`config.mk`:
```
export PLATFORM = sky130hd
export DESIGN_NAME = arith_cmd_sequencer_flat
export DESIGN_NICKNAME = d
export VERILOG_FILES = /design/src/rtl/arith_pkg.sv /design/src/rtl/arith_cmd_sequencer_if.sv /design/src/rtl/cmd_fifo.sv /design/src/rtl/arith_cmd_sequencer.sv /design/src/flat_wrapper.sv
export SDC_FILE = /design/constraint.sdc
export NUM_CORES = 1
export LEC_CHECK = 0
export CELL_PAD_IN_SITES_DETAIL_PLACEMENT = 1
export CELL_PAD_IN_SITES_GLOBAL_PLACEMENT = 1
export CORE_ASPECT_RATIO = 0.75
export CORE_MARGIN = 2
export CORE_UTILIZATION = 49
export CTS_CLUSTER_SIZE = 24
export DETAILED_ROUTE_END_ITERATION = 6
export PLACE_DENSITY_LB_ADDON = 0.1
export SETUP_SLACK_MARGIN = 0.1
export SLEW_MARGIN = 20
export SYNTH_ARGS = -nofsm -noshare
export SYNTH_HDL_FRONTEND = slang
export SYNTH_SLANG_ARGS = --single-unit
```
`constraint.sdc`:
```
create_clock -name i_clk -period 7.75 [get_ports i_clk]
set_input_delay 1.1625 -clock i_clk [delete_from_list [all_inputs] [get_ports i_clk]]
set_output_delay 1.1625 -clock i_clk [all_outputs]
set_load 0.05 [all_outputs]
```
`src/rtl/arith_pkg.sv`:
```
// Shared types and constants for the arithmetic command sequencer:
// sequencer FSM states, arithmetic unit op codes and status bit positions.
package arith_pkg;

    typedef enum logic [1:0] {
        IDLE  = 2'd0,
        DRIVE = 2'd1,
        RESP  = 2'd2
    } state_t;

    localparam logic [1:0] OP_KONW  = 2'b00;
    localparam logic [1:0] OP_PORO  = 2'b01;
    localparam logic [1:0] OP_USTAW = 2'b10;
    localparam logic [1:0] OP_PRZES = 2'b11;

    localparam int ST_ERROR = 3;
    localparam int ST_NEZ   = 2;
    localparam int ST_ZEROS = 1;
    localparam int ST_OVF   = 0;

endpackage

```
`src/rtl/arith_cmd_sequencer_if.sv`:
```
// Bus bundle of the sequencer: command handshake, arithmetic unit operand /
// result ports and result handshake. The sequencer uses the slave view; the
// surrounding logic (command source, arithmetic unit, result sink) the master.
interface arith_cmd_sequencer_if #(
    parameter int BITS = 32
);
    // command channel
    logic            i_cmd_valid;
    logic            o_cmd_ready;
    logic [BITS-1:0] i_cmd_A;
    logic [BITS-1:0] i_cmd_B;
    logic [1:0]      i_cmd_op;
    // arithmetic unit side
    logic [BITS-1:0] o_arg_A;
    logic [BITS-1:0] o_arg_B;
    logic [1:0]      o_op;
    logic [BITS-1:0] i_alu_result;
    logic [3:0]      i_alu_status;
    // result channel
    logic            o_res_valid;
    logic            i_res_ready;
    logic [BITS-1:0] o_result;
    logic [3:0]      o_status;

    modport slave (
        input  i_cmd_valid, i_cmd_A, i_cmd_B, i_cmd_op,
        input  i_alu_result, i_alu_status, i_res_ready,
        output o_cmd_ready, o_arg_A, o_arg_B, o_op,
        output o_res_valid, o_result, o_status
    );

    modport master (
        output i_cmd_valid, i_cmd_A, i_cmd_B, i_cmd_op,
        output i_alu_result, i_alu_status, i_res_ready,
        input  o_cmd_ready, o_arg_A, o_arg_B, o_op,
        input  o_res_valid, o_result, o_status
    );

endinterface

```
`src/rtl/cmd_fifo.sv`:
```
// Command FIFO: DEPTH entries of {A, B, op}. Full/empty are registered flags,
// so a slot freed by a pop becomes usable on the following cycle, and a pushed
// entry is visible to the reader only after the push edge.
module cmd_fifo #(
    parameter int BITS  = 32,
    parameter int DEPTH = 4
) (
    input  logic                         clk,
    input  logic                         rst_n,
    input  logic                         push,
    input  logic [2*BITS+1:0]            wr_data,
    input  logic                         pop,
    output logic [2*BITS+1:0]            rd_data,
    output logic                         full,
    output logic                         empty,
    output logic [$clog2(DEPTH+1)-1:0]   level
);
    localparam int W     = 2*BITS+2;
    localparam int PTR_W = $clog2(DEPTH);
    localparam int LVL_W = $clog2(DEPTH+1);

    logic [W-1:0]     mem [DEPTH];
    logic [PTR_W-1:0] wr_ptr_reg;
    logic [PTR_W-1:0] rd_ptr_reg;
    logic [LVL_W-1:0] level_reg;
    logic [LVL_W-1:0] level_next;
    logic             full_reg;
    logic             empty_reg;
    logic             do_push;
    logic             do_pop;

    assign do_push = push && !full_reg;
    assign do_pop  = pop && !empty_reg;

    // Storage write; contents need no reset because occupancy is tracked separately.
    always_ff @(posedge clk) begin
        if (do_push) begin
            mem[wr_ptr_reg] <= wr_data;
        end
    end

    // Occupancy after this edge; simultaneous push and pop leave it unchanged.
    always_comb begin
        level_next = level_reg;
        if (do_push && !do_pop) begin
            level_next = level_reg + LVL_W'(1);
        end else if (!do_push && do_pop) begin
            level_next = level_reg - LVL_W'(1);
        end
    end

    // Pointers wrap naturally since DEPTH is a power of two.
    always_ff @(posedge clk or negedge rst_n) begin
        if (!rst_n) begin
            wr_ptr_reg <= '0;
            rd_ptr_reg <= '0;
            level_reg  <= '0;
            full_reg   <= 1'b0;
            empty_reg  <= 1'b1;
        end else begin
            if (do_push) begin
                wr_ptr_reg <= wr_ptr_reg + PTR_W'(1);
            end
            if (do_pop) begin
                rd_ptr_reg <= rd_ptr_reg + PTR_W'(1);
            end
            level_reg <= level_next;
            full_reg  <= (level_next == LVL_W'(DEPTH));
            empty_reg <= (level_next == '0);
        end
    end

    assign rd_data = mem[rd_ptr_reg];
    assign full    = full_reg;
    assign empty   = empty_reg;
    assign level   = level_reg;

endmodule

```
`src/rtl/arith_cmd_sequencer.sv`:
```
// Command front-end for the arithmetic unit: queues commands, issues one at a
// time (DRIVE), captures the unit's result at the end of DRIVE and holds it
// in RESP until the downstream handshake. Counts errored results, saturating.
module arith_cmd_sequencer
    import arith_pkg::*;
#(
    parameter int BITS  = 32,
    parameter int DEPTH = 4,
    parameter int CNT_W = 8
) (
    input  logic                         i_clk,
    input  logic                         i_reset,
    arith_cmd_sequencer_if.slave         bus,
    output logic [CNT_W-1:0]             o_err_count,
    output logic [$clog2(DEPTH+1)-1:0]   o_level,
    output logic                         o_busy
);
    localparam int W = 2*BITS+2;

    state_t          state_reg;
    state_t          state_next;
    logic            fifo_pop;
    logic            fifo_full;
    logic            fifo_empty;
    logic [W-1:0]    fifo_wr_data;
    logic [W-1:0]    fifo_rd_data;
    logic [BITS-1:0] arg_a_reg;
    logic [BITS-1:0] arg_b_reg;
    logic [1:0]      op_reg;
    logic [BITS-1:0] result_reg;
    logic [3:0]      status_reg;
    logic            res_valid_reg;
    logic [CNT_W-1:0] err_count_reg;

    assign fifo_wr_data = {bus.i_cmd_A, bus.i_cmd_B, bus.i_cmd_op};

    cmd_fifo #(
        .BITS  (BITS),
        .DEPTH (DEPTH)
    ) u_fifo (
        .clk     (i_clk),
        .rst_n   (i_reset),
        .push    (bus.i_cmd_valid),
        .wr_data (fifo_wr_data),
        .pop     (fifo_pop),
        .rd_data (fifo_rd_data),
        .full    (fifo_full),
        .empty   (fifo_empty),
        .level   (o_level)
    );

    // Sequencer state register.
    always_ff @(posedge i_clk or negedge i_reset) begin
        if (!i_reset) begin
            state_reg <= IDLE;
        end else begin
            state_reg <= state_next;
        end
    end

    // Next state and pop request: pop when leaving IDLE or completing a RESP handshake.
    always_comb begin
        state_next = state_reg;
        fifo_pop   = 1'b0;
        case (state_reg)
            IDLE: begin
                if (!fifo_empty) begin
                    fifo_pop   = 1'b1;
                    state_next = DRIVE;
                end
            end
            DRIVE: begin
                state_next = RESP;
            end
            RESP: begin
                if (bus.i_res_ready) begin
                    if (!fifo_empty) begin
                        fifo_pop   = 1'b1;
                        state_next = DRIVE;
                    end else begin
                        state_next = IDLE;
                    end
                end
            end
            default: begin
                state_next = IDLE;
            end
        endcase
    end

    // Operand registers: loaded from the FIFO head on each pop, stable otherwise.
    always_ff @(posedge i_clk or negedge i_reset) begin
        if (!i_reset) begin
            arg_a_reg <= '0;
            arg_b_reg <= '0;
            op_reg    <= '0;
        end else if (fifo_pop) begin
            {arg_a_reg, arg_b_reg, op_reg} <= fifo_rd_data;
        end
    end

    // Result capture at the end of DRIVE; valid drops on the downstream handshake.
    always_ff @(posedge i_clk or negedge i_reset) begin
        if (!i_reset) begin
            result_reg    <= '0;
            status_reg    <= '0;
            res_valid_reg <= 1'b0;
        end else if (state_reg == DRIVE) begin
            result_reg    <= bus.i_alu_result;
            status_reg    <= bus.i_alu_status;
            res_valid_reg <= 1'b1;
        end else if (state_reg == RESP && bus.i_res_ready) begin
            res_valid_reg <= 1'b0;
        end
    end

    // Saturating count of captured results flagged as errors.
    always_ff @(posedge i_clk or negedge i_reset) begin
        if (!i_reset) begin
            err_count_reg <= '0;
        end else if (state_reg == DRIVE && bus.i_alu_status[ST_ERROR] &&
                     err_count_reg != {CNT_W{1'b1}}) begin
            err_count_reg <= err_count_reg + CNT_W'(1);
        end
    end

    assign bus.o_cmd_ready = !fifo_full;
    assign bus.o_arg_A     = arg_a_reg;
    assign bus.o_arg_B     = arg_b_reg;
    assign bus.o_op        = op_reg;
    assign bus.o_result    = result_reg;
    assign bus.o_status    = status_reg;
    assign bus.o_res_valid = res_valid_reg;
    assign o_err_count     = err_count_reg;
    assign o_busy          = (state_reg != IDLE);

endmodule
```
`src/flat_wrapper.sv`:
```
// flat-port wrapper written by rule: the top's interface ports become plain ports
module arith_cmd_sequencer_flat import arith_pkg::*;
#(
    parameter int BITS  = 32,
    parameter int DEPTH = 4,
    parameter int CNT_W = 8
)
  (i_clk, i_reset, o_err_count, o_level, o_busy, bus_i_cmd_valid, bus_i_cmd_A, bus_i_cmd_B, bus_i_cmd_op, bus_i_alu_result, bus_i_alu_status, bus_i_res_ready, bus_o_cmd_ready, bus_o_arg_A, bus_o_arg_B, bus_o_op, bus_o_res_valid, bus_o_result, bus_o_status);
  arith_cmd_sequencer_if #(.BITS(BITS)) bus_i ();
  input  logic i_clk;
  input  logic i_reset;
  output logic [CNT_W-1:0] o_err_count;
  output logic [$clog2(DEPTH+1)-1:0] o_level;
  output logic o_busy;
  input wire logic [$bits(bus_i.i_cmd_valid)-1:0] bus_i_cmd_valid;
  input wire logic [$bits(bus_i.i_cmd_A)-1:0] bus_i_cmd_A;
  input wire logic [$bits(bus_i.i_cmd_B)-1:0] bus_i_cmd_B;
  input wire logic [$bits(bus_i.i_cmd_op)-1:0] bus_i_cmd_op;
  input wire logic [$bits(bus_i.i_alu_result)-1:0] bus_i_alu_result;
  input wire logic [$bits(bus_i.i_alu_status)-1:0] bus_i_alu_status;
  input wire logic [$bits(bus_i.i_res_ready)-1:0] bus_i_res_ready;
  output wire logic [$bits(bus_i.o_cmd_ready)-1:0] bus_o_cmd_ready;
  output wire logic [$bits(bus_i.o_arg_A)-1:0] bus_o_arg_A;
  output wire logic [$bits(bus_i.o_arg_B)-1:0] bus_o_arg_B;
  output wire logic [$bits(bus_i.o_op)-1:0] bus_o_op;
  output wire logic [$bits(bus_i.o_res_valid)-1:0] bus_o_res_valid;
  output wire logic [$bits(bus_i.o_result)-1:0] bus_o_result;
  output wire logic [$bits(bus_i.o_status)-1:0] bus_o_status;
  assign bus_i.i_cmd_valid = bus_i_cmd_valid;
  assign bus_i.i_cmd_A = bus_i_cmd_A;
  assign bus_i.i_cmd_B = bus_i_cmd_B;
  assign bus_i.i_cmd_op = bus_i_cmd_op;
  assign bus_i.i_alu_result = bus_i_alu_result;
  assign bus_i.i_alu_status = bus_i_alu_status;
  assign bus_i.i_res_ready = bus_i_res_ready;
  assign bus_o_cmd_ready = bus_i.o_cmd_ready;
  assign bus_o_arg_A = bus_i.o_arg_A;
  assign bus_o_arg_B = bus_i.o_arg_B;
  assign bus_o_op = bus_i.o_op;
  assign bus_o_res_valid = bus_i.o_res_valid;
  assign bus_o_result = bus_i.o_result;
  assign bus_o_status = bus_i.o_status;
  arith_cmd_sequencer #(.BITS(BITS), .DEPTH(DEPTH), .CNT_W(CNT_W)) u_core (.i_clk(i_clk), .i_reset(i_reset), .bus(bus_i), .o_err_count(o_err_count), .o_level(o_level), .o_busy(o_busy));
endmodule
```
# == After elaboration in Yosys (flattened, before gate mapping) ==
# Memory sizes are Yosys's and may differ from the RTL's. A register that Yosys moved wholly into a read port is not among the register bits.
# Index checks and enable logic that the tools add are counted.
# op_classes
muxes,13
n_eq_ne,6
addsub,5
n_reduce_logical,17
bitwise_logic,0
n_shift,0
mul,0
magnitude_cmp,0
n_div,0
# op_table
cell,n
8-bit by 1-bit adder with 8-bit output (second input constant),1
8-bit != test (second input constant),1
1-bit logical AND,7
1-bit 2-to-1 mux,7
3-bit 2-to-1 mux,2
2-bit one-hot mux with 3 select lines,1
1-bit logical NOT,5
2-bit by 1-bit adder with 2-bit output (second input constant),2
2-bit 2-to-1 mux,2
2-bit != test (second input constant),2
2-bit nonzero test,2
3-bit by 1-bit adder with 3-bit output (second input constant),1
3-bit equality test (second input constant),1
3-bit logical NOT,1
3-bit by 1-bit subtractor with 3-bit output (second input constant),1
2-bit by 1-bit equality test with 1-bit output (second input constant),1
2-bit equality test (second input constant),1
2-bit logical NOT,1
1-bit one-hot mux with 2 select lines,1
2-bit AND reduction,1
# word_totals
elab_cells,52
rom_bits,0
out_inout_bits,116
ramBits,264
n_memories,1
latch_bits,0
input_bits,106
reg_bits,56
# memory_table
memory,words,word_bits,rd,rd_ports_with_merged_regs,write_ports,line,text
u_core.u_fifo.mem,4,66,1,1,1,cmd_fifo.sv:22,logic [W-1:0] mem [DEPTH];

# == Depth between registers and ports, before layout ==
# depth
ltp_word,8
ltp_mapped,7
ltp_nobuf,5

# == By module ==
# From an unflattened synthesis, not the netlist that was laid out.
# hier_totals
cells_unflattened,666
area_unflattened_um2,14380.0
# by_module_without_submodules
mod,instances,seq_area_each_um2,area_each_um2,cells_per_inst
cmd_fifo,1,8154.1,10052.1,397
arith_cmd_sequencer,1,2827.7,4327.9,269

# == Worst setup path before layout ==
# No wires, ideal clock.
# synth_path
path_type,input port to flip-flop
startpoint,in bus_i_cmd_valid
endpoint,mem u_core.u_fifo.mem[0][0] (netlist name) (enable)
setup_time_ns,0.431
slack_ns,4.299
path_stages,3
arrival_time_ns,3.020
path_buffers,1
required_ns,7.319
path_cell_list,nor2b_1 > buf_2 > and2_1
# synth_between
elab_chain_cells,3
# synth_rtl
item,line,text
from (decl),flat_wrapper.sv:15,input wire logic [$bits(bus_i.i_cmd_valid)-1:0] bus_i_cmd_valid;
1-bit logical AND,cmd_fifo.sv:32,assign do_push = push && !full_reg;
1-bit 2-to-1 mux,cmd_fifo.sv:37,if (do_push) begin
1-bit 2-to-1 mux (not written as such),cmd_fifo.sv:38,mem[wr_ptr_reg] <= wr_data;
to (decl),cmd_fifo.sv:22,
# No other way between the ends.

# == Final worst setup path ==
# layout_path
startpoint,reg u_core.state_reg[0]
endpoint,out o_busy
# layout_between
elab_chain_cells,1
# layout_rtl
item,line,text
from (decl),arith_cmd_sequencer.sv:20,state_t state_reg;
from (signal assigned),arith_cmd_sequencer.sv:57,state_reg <= state_next;
2-bit nonzero test,arith_cmd_sequencer.sv:135,assign o_busy = (state_reg != IDLE);
to (decl),flat_wrapper.sv:14,output logic o_busy;
# No other way between the ends.

==> run metrics <==
RSZ-0062 raised after global routing no; Final Util between 60 and 70%; fin. max-slew vios 0; CTS clk-pin slew, worst paths around 60 ps; Via Count about 7600; Setup TNS 0 ps; status finished, final reports clean; DR WL met2 15400 um; CP Class register to primary output; # hold bufs at CTS 0; Layout Skew approximately 17 ps; Max Clk Rate about 310 MHz; Port-buffer cells roughly 220; CTS root buffer clkbuf_16; DRC Markers 0; worst-path maximum fanout 8; Reg with most FFs u_core.u_fifo.mem; CTS buffer count 38; Final Critical Period around 3200 ps; Area contributors post-synth edfxtp_1 55%, dfrtp_1 21%, mux4_2 10%, nand2_1 5.3%, mux2_2 2.8%; fraction of layout cells with a size suffix above 1 between 10% and 20%; Met1 Wirelength roughly 14000 um; worst setup path endpoint o_busy; vias per inst 5.25; maxcap violations 0; Die Ht around 150 um; GPL Wtd Cong between 0.7 and 0.8; cell count after synthesis between 700 and 800; final worst setup slack ~4600 ps; DR iter-0 viols around 380; Synth warnings 0; Top-Level Pins 222; reg-to-reg slack, setup around 5200 ps; pin count of the biggest net entering global routing between 60 and 70; clock sinks around 390; CP cell instances or2_2 > clkdlybuf4s50_1; Total Wirelength between 30000 and 40000 um; met3 wire length 1400 um; largest area contributor in the netlist edfxtp_1; Worst R2R Start u_core.u_fifo.rd_ptr_reg[0]; CTS Buffer Depth 3; postcts setup bufs 0; die area roughly 31000 sq um; max reg flops 264; antenna-violating nets left 0; Reg2Reg Depth 4; initial antenna violation count 1; fin area approximately 18000 sq um; vias in the first global route between 8000 and 9000; clk_lat worst skew ~540 ps; CP Capture Type primary output; htree depth 2; initial core utilization 49.6%; DP Cell Count about 1400; GRT Overall Usage between 20% and 30%; Non-Filler Instances 1449; Synth top area share 55.3%; nets@finish 1141; Netlist cell types 45; Slowest-stage cell, CP clkdlybuf4s50_1; detailed placement HPWL around 19000 um; synthesized cell area around 14000 sq um; final setup vio count 0; Place WS roughly 4000 ps; # rows 54; first-pass GRT wire length ~49000 um; crit path launch u_core.state_reg[0]; WL/cell about 22 um; CP peak stage delay ~710 ps; die width between 200 and 250 um; Syn-to-layout area delta 26.9%; Hold Vio Cnt, Final 0; Antenna diodes 0; Syn Nets 908; Placed Area 16900 sq um; Post-CTS Resized 0; crit path DAT roughly 2000 ps; Lkg Pwr between 0.006 and 0.007 uW; Rel. slew slack between 30% and 40%; Seq/Total Area, Yosys 76.6%; fraction of the cycle the final worst path needs 41.0%; Syn Area/Cell roughly 18 sq um; Min-Delay Path Class register to register; Worst Max-Slew Pin Slew around 1000 ps; pwr dens 456 nW/um^2; First-pass DRT Iterations 5; Seq cells post-synth approximately 390; Fillers between 2000 and 3000; Core Box Area about 29000 sq um; worst reg2reg path endpoint u_core.bus.o_arg_B[3]; Critical Path RT roughly 6600 ps; gr ovfl total 0; critical path startpoint category register; CTS tree done; Peak VDD IR approximately 0.26 mV; max layer used met5
==> layer usage <==
layer | global-route usage, % | vias up
met1 | 29.2 | 3945
met4 | 6.65 | 2
li1 | - | 3408
met5 | 0 | -
met3 | 3.87 | 55
met2 | 34.6 | 194
==> worst min-delay path by stage <==
stage | startpoint | to | slack [ps] | depth (start not counted)
after floorplan | u_core.state_reg[1] | u_core.bus.o_res_valid | 480 | 1
after global placement | u_core.bus.o_arg_B[27] | u_core.bus.o_arg_B[27] | 460 | 2
after detailed placement | u_core.bus.o_arg_B[9] | u_core.bus.o_arg_B[9] | 460 | 2
after CTS | u_core.bus.o_arg_B[18] | u_core.bus.o_arg_B[18] | 480 | 2
after global routing | u_core.bus.o_arg_B[27] | u_core.bus.o_arg_B[27] | 500 | 2
final | u_core.bus.o_arg_B[27] | u_core.bus.o_arg_B[27] | 470 | 2
==> cell usage in the layout, fill, tap and decap left out, types with 2 or more instances in the layout <==
cell and n:
mux2_2 36, o211ai_1 2, clkbuf_16 39, nand4_1 4
and2_4 4, dfrtp_4 2, nand2_1 201, buf_4 5
o21ai_0 3, clkinv_2 8, clkdlybuf4s50_1 220, nand2b_1 2
ha_1 7, nand3_1 3, clkinv_1 6, xnor2_1 10
bufinv_16 4, inv_1 7, clkbuf_8 4, and3_1 2
edfxtp_1 264, nor2_1 4, clkbuf_1 6, dfrtp_1 119
mux4_2 66
==> final cells by class <==
class / count / area, sq um / share of cell area (%)
inverters: 8 / 30.0 / 0.165
well taps: 392 / 490 / 2.69
flip-flops and latches: 386 / 11000 / 60.4
repair buffers: 227 / 2270 / 12.5
clock buffers: 49 / 1050 / 5.79
clock inverters: 20 / 200 / 1.10
multi-input cells: 367 / 3170 / 17.4
==> Yosys cell counts (all sizes together) <==
master   number
clkbuf        9
nand3         3
dfstp         1
o31ai         1
a21boi        1
a2bb2oi       1
xor2          1
and2b         1
nor2          5
nor2b         2
o211ai        2
a211oi        1
and3          2
nor3          1
nand4         4
nand2       202
a21oi         2
a41oi         1
and3b         1
or2           2
mux2         36
o21ai         3
dfrtp       121
and2          4
and4          1
or4           1
nand2b        2
edfxtp      264
a2111oi       1
inv           8
buf          25
a31oi         1
nand3b        1
ha            7
mux4         66
xnor2        10
o21bai        1
==> kinds of logic after synthesis <==
kind of cell / Yosys count / synth area share [%]
flip-flops: 386 / 76.6
AND/OR/NAND/NOR: 232 / 6.65
XOR/XNOR: 11 / 0.672
adder cells (fa/ha/maj): 7 / 0.611
AO/OA/AOI/OAI: 15 / 0.829
multiplexers: 102 / 13.2
buffers and inverters: 42 / 1.49
==> critical path, delay by kind of cell (launching register included) <==
kind / cells / cell delay, ps
buffers and inverters: 1 / 710
AND/OR/NAND/NOR: 1 / 310
flip-flops: 1 / 470
==> where the power goes <==
part | leakage (uW) | total, uW | switching [uW] | internal (uW)
sequential | 0.00389 | 3210 | 384 | 2820
combinational | 0.00225 | 3240 | 2010 | 1230
clock | 0.000622 | 1860 | 764 | 1090
total | 0.00677 | 8300 | 3160 | 5140
==> stage by stage <==
stage	power [uW]	hold WS [ps]
final	8300	473
after global routing	8710	504
after CTS	8400	476
after detailed placement	6500	462
after global placement	6420	458
after floorplan	5400	482
No activity file was read; power rests on OpenSTA's default activity.
